**src/rtl/pc_sequencer_if.sv**
```systemverilog
// Purpose: groups the pc_sequencer control inputs and fetch-address outputs into one bundle.
// Ports: master = pipeline/hazard side (drives stall/redirect/exc/eret/call/ret, reads PCs);
//        slave = pc_sequencer (consumes controls, drives pc_out/epc_out/adel_pulse/ras_count).
interface pc_sequencer_if #(
    parameter int ADDR_WIDTH = 32,
    parameter int RAS_DEPTH  = 4
);
    logic                        stall;
    logic                        redirect_valid;
    logic [ADDR_WIDTH-1:0]       redirect_target;
    logic                        exc_valid;
    logic [ADDR_WIDTH-1:0]       exc_pc;
    logic                        eret_valid;
    logic                        call_valid;
    logic [ADDR_WIDTH-1:0]       call_target;
    logic                        ret_valid;
    logic [ADDR_WIDTH-1:0]       pc_out;
    logic [ADDR_WIDTH-1:0]       epc_out;
    logic                        adel_pulse;
    logic [$clog2(RAS_DEPTH):0]  ras_count;

    modport master (
        output stall, redirect_valid, redirect_target, exc_valid, exc_pc,
               eret_valid, call_valid, call_target, ret_valid,
        input  pc_out, epc_out, adel_pulse, ras_count
    );

    modport slave (
        input  stall, redirect_valid, redirect_target, exc_valid, exc_pc,
               eret_valid, call_valid, call_target, ret_valid,
        output pc_out, epc_out, adel_pulse, ras_count
    );
endinterface

```
**src/rtl/pc_sequencer.sv**
```systemverilog
// Purpose: IF-stage next-PC selection (exception, misaligned redirect, eret, redirect,
//          stall, call, return, sequential) with EPC register and optional return-address stack.
// Ports: clk, reset (async, active-high), bus (pc_sequencer_if.slave). All outputs registered,
//        1-cycle latency. Optional RAS enabled by defining PC_SEQUENCER_RAS_EN.
module pc_sequencer #(
    parameter int                    ADDR_WIDTH   = 32,
    parameter logic [ADDR_WIDTH-1:0] RESET_VECTOR = '0,
    parameter logic [31:0]           EXC_VECTOR   = 32'h0000_0180,
    parameter int                    RAS_DEPTH    = 4
) (
    input  logic           clk,
    input  logic           reset,
    pc_sequencer_if.slave  bus
);
    localparam int                    PTR_W    = $clog2(RAS_DEPTH);
    localparam int                    CNT_W    = PTR_W + 1;
    localparam logic [ADDR_WIDTH-1:0] EXC_ADDR = ADDR_WIDTH'(EXC_VECTOR);

    logic [ADDR_WIDTH-1:0] pc_q, pc_d;
    logic [ADDR_WIDTH-1:0] epc_q, epc_d;
    logic                  adel_q, adel_d;
    logic                  misaligned;

    assign misaligned = bus.redirect_valid && (bus.redirect_target[1:0] != 2'b00);

`ifdef PC_SEQUENCER_RAS_EN
    logic [ADDR_WIDTH-1:0] ras_q [RAS_DEPTH];
    logic [PTR_W-1:0]      ptr_q, ptr_d;   // next write slot; top of stack is ptr_q-1
    logic [CNT_W-1:0]      cnt_q, cnt_d;
    logic                  push, pop;
    logic [ADDR_WIDTH-1:0] push_val;
    logic [ADDR_WIDTH-1:0] ras_top;

    assign ras_top  = ras_q[ptr_q - PTR_W'(1)];
    // Return lands past the delay slot of the call.
    assign push_val = pc_q + ADDR_WIDTH'(8);
`endif

    always_comb begin
        pc_d   = pc_q;
        epc_d  = epc_q;
        adel_d = 1'b0;
`ifdef PC_SEQUENCER_RAS_EN
        push   = 1'b0;
        pop    = 1'b0;
`endif
        if (bus.exc_valid) begin
            pc_d  = EXC_ADDR;
            epc_d = bus.exc_pc;
        end else if (misaligned) begin
            // Address-error on fetch target: vector to handler, record the bad target.
            pc_d   = EXC_ADDR;
            epc_d  = bus.redirect_target;
            adel_d = 1'b1;
        end else if (bus.eret_valid) begin
            pc_d = epc_q;
        end else if (bus.redirect_valid) begin
            pc_d = bus.redirect_target;
        end else if (bus.stall) begin
            pc_d = pc_q;
        end else if (bus.call_valid) begin
            pc_d = bus.call_target;
`ifdef PC_SEQUENCER_RAS_EN
            push = 1'b1;
`endif
        end else if (bus.ret_valid) begin
`ifdef PC_SEQUENCER_RAS_EN
            if (cnt_q != '0) begin
                pc_d = ras_top;
                pop  = 1'b1;
            end else begin
                pc_d = pc_q + ADDR_WIDTH'(4);
            end
`else
            pc_d = pc_q + ADDR_WIDTH'(4);
`endif
        end else begin
            pc_d = pc_q + ADDR_WIDTH'(4);
        end
    end

    always_ff @(posedge clk or posedge reset) begin
        if (reset) begin
            pc_q   <= RESET_VECTOR;
            epc_q  <= '0;
            adel_q <= 1'b0;
        end else begin
            pc_q   <= pc_d;
            epc_q  <= epc_d;
            adel_q <= adel_d;
        end
    end

`ifdef PC_SEQUENCER_RAS_EN
    always_comb begin
        ptr_d = ptr_q;
        cnt_d = cnt_q;
        if (push) begin
            // Circular: a push when full overwrites the oldest entry.
            ptr_d = ptr_q + PTR_W'(1);
            cnt_d = (cnt_q == CNT_W'(RAS_DEPTH)) ? cnt_q : cnt_q + CNT_W'(1);
        end else if (pop) begin
            ptr_d = ptr_q - PTR_W'(1);
            cnt_d = cnt_q - CNT_W'(1);
        end
    end

    always_ff @(posedge clk or posedge reset) begin
        if (reset) begin
            ptr_q <= '0;
            cnt_q <= '0;
            for (int i = 0; i < RAS_DEPTH; i++) begin
                ras_q[i] <= '0;
            end
        end else begin
            ptr_q <= ptr_d;
            cnt_q <= cnt_d;
            if (push) begin
                ras_q[ptr_q] <= push_val;
            end
        end
    end

    assign bus.ras_count = cnt_q;
`else
    assign bus.ras_count = {CNT_W{1'b0}};
`endif

    assign bus.pc_out     = pc_q;
    assign bus.epc_out    = epc_q;
    assign bus.adel_pulse = adel_q;
endmodule
```
**src/flat_wrapper.sv**
```systemverilog
// flat-port wrapper written by rule: the top's interface ports become plain ports
module pc_sequencer_flat 
#(
    parameter int                    ADDR_WIDTH   = 32,
    parameter logic [ADDR_WIDTH-1:0] RESET_VECTOR = '0,
    parameter logic [31:0]           EXC_VECTOR   = 32'h0000_0180,
    parameter int                    RAS_DEPTH    = 4
)
  (clk, reset, bus_stall, bus_redirect_valid, bus_redirect_target, bus_exc_valid, bus_exc_pc, bus_eret_valid, bus_call_valid, bus_call_target, bus_ret_valid, bus_pc_out, bus_epc_out, bus_adel_pulse, bus_ras_count);
  pc_sequencer_if #(.ADDR_WIDTH(ADDR_WIDTH), .RAS_DEPTH(RAS_DEPTH)) bus_i ();
  input  logic clk;
  input  logic reset;
  input wire logic [$bits(bus_i.stall)-1:0] bus_stall;
  input wire logic [$bits(bus_i.redirect_valid)-1:0] bus_redirect_valid;
  input wire logic [$bits(bus_i.redirect_target)-1:0] bus_redirect_target;
  input wire logic [$bits(bus_i.exc_valid)-1:0] bus_exc_valid;
  input wire logic [$bits(bus_i.exc_pc)-1:0] bus_exc_pc;
  input wire logic [$bits(bus_i.eret_valid)-1:0] bus_eret_valid;
  input wire logic [$bits(bus_i.call_valid)-1:0] bus_call_valid;
  input wire logic [$bits(bus_i.call_target)-1:0] bus_call_target;
  input wire logic [$bits(bus_i.ret_valid)-1:0] bus_ret_valid;
  output wire logic [$bits(bus_i.pc_out)-1:0] bus_pc_out;
  output wire logic [$bits(bus_i.epc_out)-1:0] bus_epc_out;
  output wire logic [$bits(bus_i.adel_pulse)-1:0] bus_adel_pulse;
  output wire logic [$bits(bus_i.ras_count)-1:0] bus_ras_count;
  assign bus_i.stall = bus_stall;
  assign bus_i.redirect_valid = bus_redirect_valid;
  assign bus_i.redirect_target = bus_redirect_target;
  assign bus_i.exc_valid = bus_exc_valid;
  assign bus_i.exc_pc = bus_exc_pc;
  assign bus_i.eret_valid = bus_eret_valid;
  assign bus_i.call_valid = bus_call_valid;
  assign bus_i.call_target = bus_call_target;
  assign bus_i.ret_valid = bus_ret_valid;
  assign bus_pc_out = bus_i.pc_out;
  assign bus_epc_out = bus_i.epc_out;
  assign bus_adel_pulse = bus_i.adel_pulse;
  assign bus_ras_count = bus_i.ras_count;
  pc_sequencer #(.ADDR_WIDTH(ADDR_WIDTH), .RESET_VECTOR(RESET_VECTOR), .EXC_VECTOR(EXC_VECTOR), .RAS_DEPTH(RAS_DEPTH)) u_core (.clk(clk), .reset(reset), .bus(bus_i));
endmodule
```
**config.mk**
```make
export PLATFORM = sky130hd
export DESIGN_NAME = pc_sequencer_flat
export DESIGN_NICKNAME = d
export VERILOG_FILES = /design/src/rtl/pc_sequencer_if.sv /design/src/rtl/pc_sequencer.sv /design/src/flat_wrapper.sv
export SDC_FILE = /design/constraint.sdc
export NUM_CORES = 1
export LEC_CHECK = 0
export ABC_AREA = 1
export ABC_CLOCK_PERIOD_IN_PS = 1800
export CORE_MARGIN = 3
export CORE_UTILIZATION = 35
export CTS_BUF_LIST = sky130_fd_sc_hd__clkbuf_8
export CTS_CLUSTER_DIAMETER = 40
export DETAILED_ROUTE_END_ITERATION = 12
export HOLD_SLACK_MARGIN = 0.15
export PLACE_DENSITY_LB_ADDON = 0.12
export SLEW_MARGIN = 20
export SYNTH_ARGS = -nofsm -noshare
export SYNTH_HDL_FRONTEND = slang
export SYNTH_SLANG_ARGS = --single-unit
```
**constraint.sdc**
```tcl
create_clock -name clk -period 1.8 [get_ports clk]
set_clock_uncertainty 0.15 [all_clocks]
set_input_delay 0.18 -clock clk [delete_from_list [all_inputs] [get_ports clk]]
set_output_delay 0.18 -clock clk [all_outputs]
set_load 0.05 [all_outputs]
```
==> flow_summary.toml <==
[placement]
io_buffers = 167
gp_congestion = 0.938
pre_cts_ws_ps = -83.9
placed_cell_area_sq_mm = 0.00654
hpwl_um = 13700

[final_layout]
syn2layout_area_growth_pct = 56.3
utilization_pct = 57.4
fin_area_sq_mm = 0.00707
antenna-diode-count = 0
layout-drive-gt1-share_pct = 24.3
final_nets = 1010

[worst_setup_path]
crit_path_end_kind = "register"
cp-startpoint = "u_core.bus.pc_out[3]$_DFFE_PP0P_"
cp_max_fo = 5
critical_path_class = "register to register"
worst_setup_path_start_kind = "register"
crit_arrival_ps = 1870
r2r-start = "u_core.bus.pc_out[3]$_DFFE_PP0P_"
worstPathRequired_ps = 1890

[floorplan]
core_sq_mm = 0.0123
dieArea_sq_mm = 0.0143
io_pins = 172
rows = 40
start_util_pct = 36.8
die_w_um = 120
die_height_um = 120

[timing]
hold_viol_final = 0
slew_viol_final = 0
tns_ps = 0
rsz0062_at_grt = "yes"
setup_slack_ps = 17.3
finalCriticalPeriod_ps = 1780
fmax_mhz = 561
final.period_utilization_pct = 99.0
setup_viol = 0

[logic_synthesis]
synth_commonest_cells = "275 x nand2_1, 112 x nor2_1, 65 x dfrtp_1"
synth_most_common_cell = "nand2_1"
synth.mux.area_fraction_pct = 0.442
syn_inst = 694
async_flop_share_pct = 100
synth_top_area_share_pct = 35.9
ys_types = 37
synth_seq_cells = 65
synth_compound_area_share_pct = 14.2
yosys.area_share.simple_pct = 39.3
yosys_warnings = 0
yosysSeqAreaShare_pct = 35.9
synth_top_family_by_area = "simple AND/OR/NAND/NOR gates"
synth_edf_count = 0
synth_xor_area_share_pct = 2.13
avgSynthCellArea_sq_um = 6.52
ys_dominant_reg_cell = "dfrtp_1"
synthAdderAreaFrac_pct = 0.276
synth.area.top_cells = "dfrtp_1 36%, nand2_1 23%, nor2_1 9.3%"
yosys.area.top_type = "dfrtp_1"
synth_area_sq_mm = 0.00453

[min_path]
hp-class = "input pin to register"
hp-start = "bus_redirect_valid"

[power]
peakVddDrop_v = 0.000404
power_density_mw_per_mm2 = 710
leakagePower_uw = 0.00326
design_power_total_uw = 5020

[route]
routedWlPerCell_um = 16.4
ant_nets = 0
drt_first_pass_iters = 5
drc = 0
vias_per_cell = 4.94
vias = 5322
drtIter0Drc = 448
wirelength_um = 17700

[clock_tree]
cts_tree = "done"
cts_made_buffers = 9
path_clk_slew_ps = 80
cts.sinks = 65
clk_latency_ps = 340
cts_root_buf = "clkbuf_8"
cts_max_level = 3
clockBufferDepth = 2

[grt]
grt_max_degree = 66
grt_overflow = 0
antenna_found_initial = 0
grt_pass1_vias = 5007
grt_pass1_wl_um = 27200
grt_usage_pct = 24.0

[flow_run]
max-cap-violations = 0

[run_status]
status = "finished clean"
==> final timing paths <==
path                                                endpoint  slack, ps  cells after the start
setup / recovery           u_core.bus.pc_out[18]$_DFFE_PP0P_         20                     11
hold / removal              u_core.bus.pc_out[0]$_DFFE_PP0P_        250                      5
setup reg to reg           u_core.bus.pc_out[18]$_DFFE_PP0P_         20                     11
hold reg to reg            u_core.bus.epc_out[0]$_DFFE_PP0P_        380                      2
max in group asynchronous   u_core.bus.pc_out[8]$_DFFE_PP0P_        500                      4
min in group asynchronous    u_core.bus.adel_pulse$_DFF_PP0_        680                      4
==> through the flow <==
stage                     hold WS, ps  instances
after floorplan                   147        696
after global placement            363       1042
after detailed placement          370       1042
after CTS                         241       1060
after global routing              279       1078
final                             247       1078
==> critical path, stage by stage, from the launching register on <==
cell and delay, ps:
dfrtp_2 420, ha_4 170, nand2_4 60, nor2_4 140
nand2_4 100, nor2_4 200, xnor2_1 140, nand2_1 60
nand2_1 90, nand2_1 50, nand2_1 50, nand2_1 40
==> cell type report <==
cell class | instances | area, sq um
multi-input combinational | 555 | 2710
clock buffer | 9 | 124
inverter | 42 | 169
fill | 1248 | 5240
sequential | 65 | 1650
clock inverter | 7 | 119
timing repair buffer | 232 | 2090
tap | 168 | 210
==> flip-flops by register name, summed over array words and instances (netlist names) <==
name                   flops
u_core.bus.adel_pulse      1
u_core.bus.epc_out        32
u_core.bus.pc_out         32
==> metal layers <==
metal / vias to the layer above / routed length (um) / track usage, % / part of all wire (%)
met5: - / 0 / 0 / 0
met4: 0 / 156 / 5.73 / 0.88
met3: 13 / 1220 / 3.25 / 6.9
met2: 196 / 7730 / 35.1 / 44
met1: 2479 / 8560 / 37.2 / 48
li1: 2634 / - / - / -
==> placed cells by master (no fill, tap or decap), drive strengths merged <==
| cell type | n |
|---|---|
| mux2i | 2 |
| o22ai | 4 |
| buf | 128 |
| o21ai | 16 |
| nor2 | 122 |
| clkbuf | 9 |
| nand3b | 5 |
| a22oi | 21 |
| o221ai | 1 |
| clkdlybuf4s50 | 101 |
| and2 | 2 |
| clkinvlp | 3 |
| inv | 39 |
| a21oi | 41 |
| nand3 | 25 |
| xnor2 | 4 |
| or2 | 2 |
| clkinv | 4 |
| dfrtp | 65 |
| a31oi | 1 |
| nand2 | 279 |
| o31ai | 1 |
| o21bai | 2 |
| bufinv | 3 |
| dlygate4sd3 | 3 |
| ha | 1 |
| o211ai | 16 |
| xor2 | 7 |
| conb | 3 |
==> repair_timing <==
| action | in CTS | in global routing |
|---|---|---|
| hold buffers | 2 | 2 |
| cloned | 0 | 0 |
| hold endpoints to repair | 55 | 2 |
| setup endpoints to repair | 6 | 28 |
| resized for setup | 3 | 36 |
| pin swaps | 1 | 16 |
| setup buffers | 0 | 17 |
==> cell families (layout without fill, tap and decap cells) <==
logic type,Yosys count,after routing
buffers and inverters,76,290
multiplexers,2,2
flip-flops,65,65
AO/OA/AOI/OAI,103,103
other,1,3
XOR/XNOR,11,11
AND/OR/NAND/NOR,435,435
adder cells (fa/ha/maj),1,1
==> power breakdown <==
group,internal (uW),switching (uW),total (uW)
Combinational,675,1060,1730
Clock,920,622,1540
Sequential,1590,151,1750
Power figures use the tool's default switching activity.
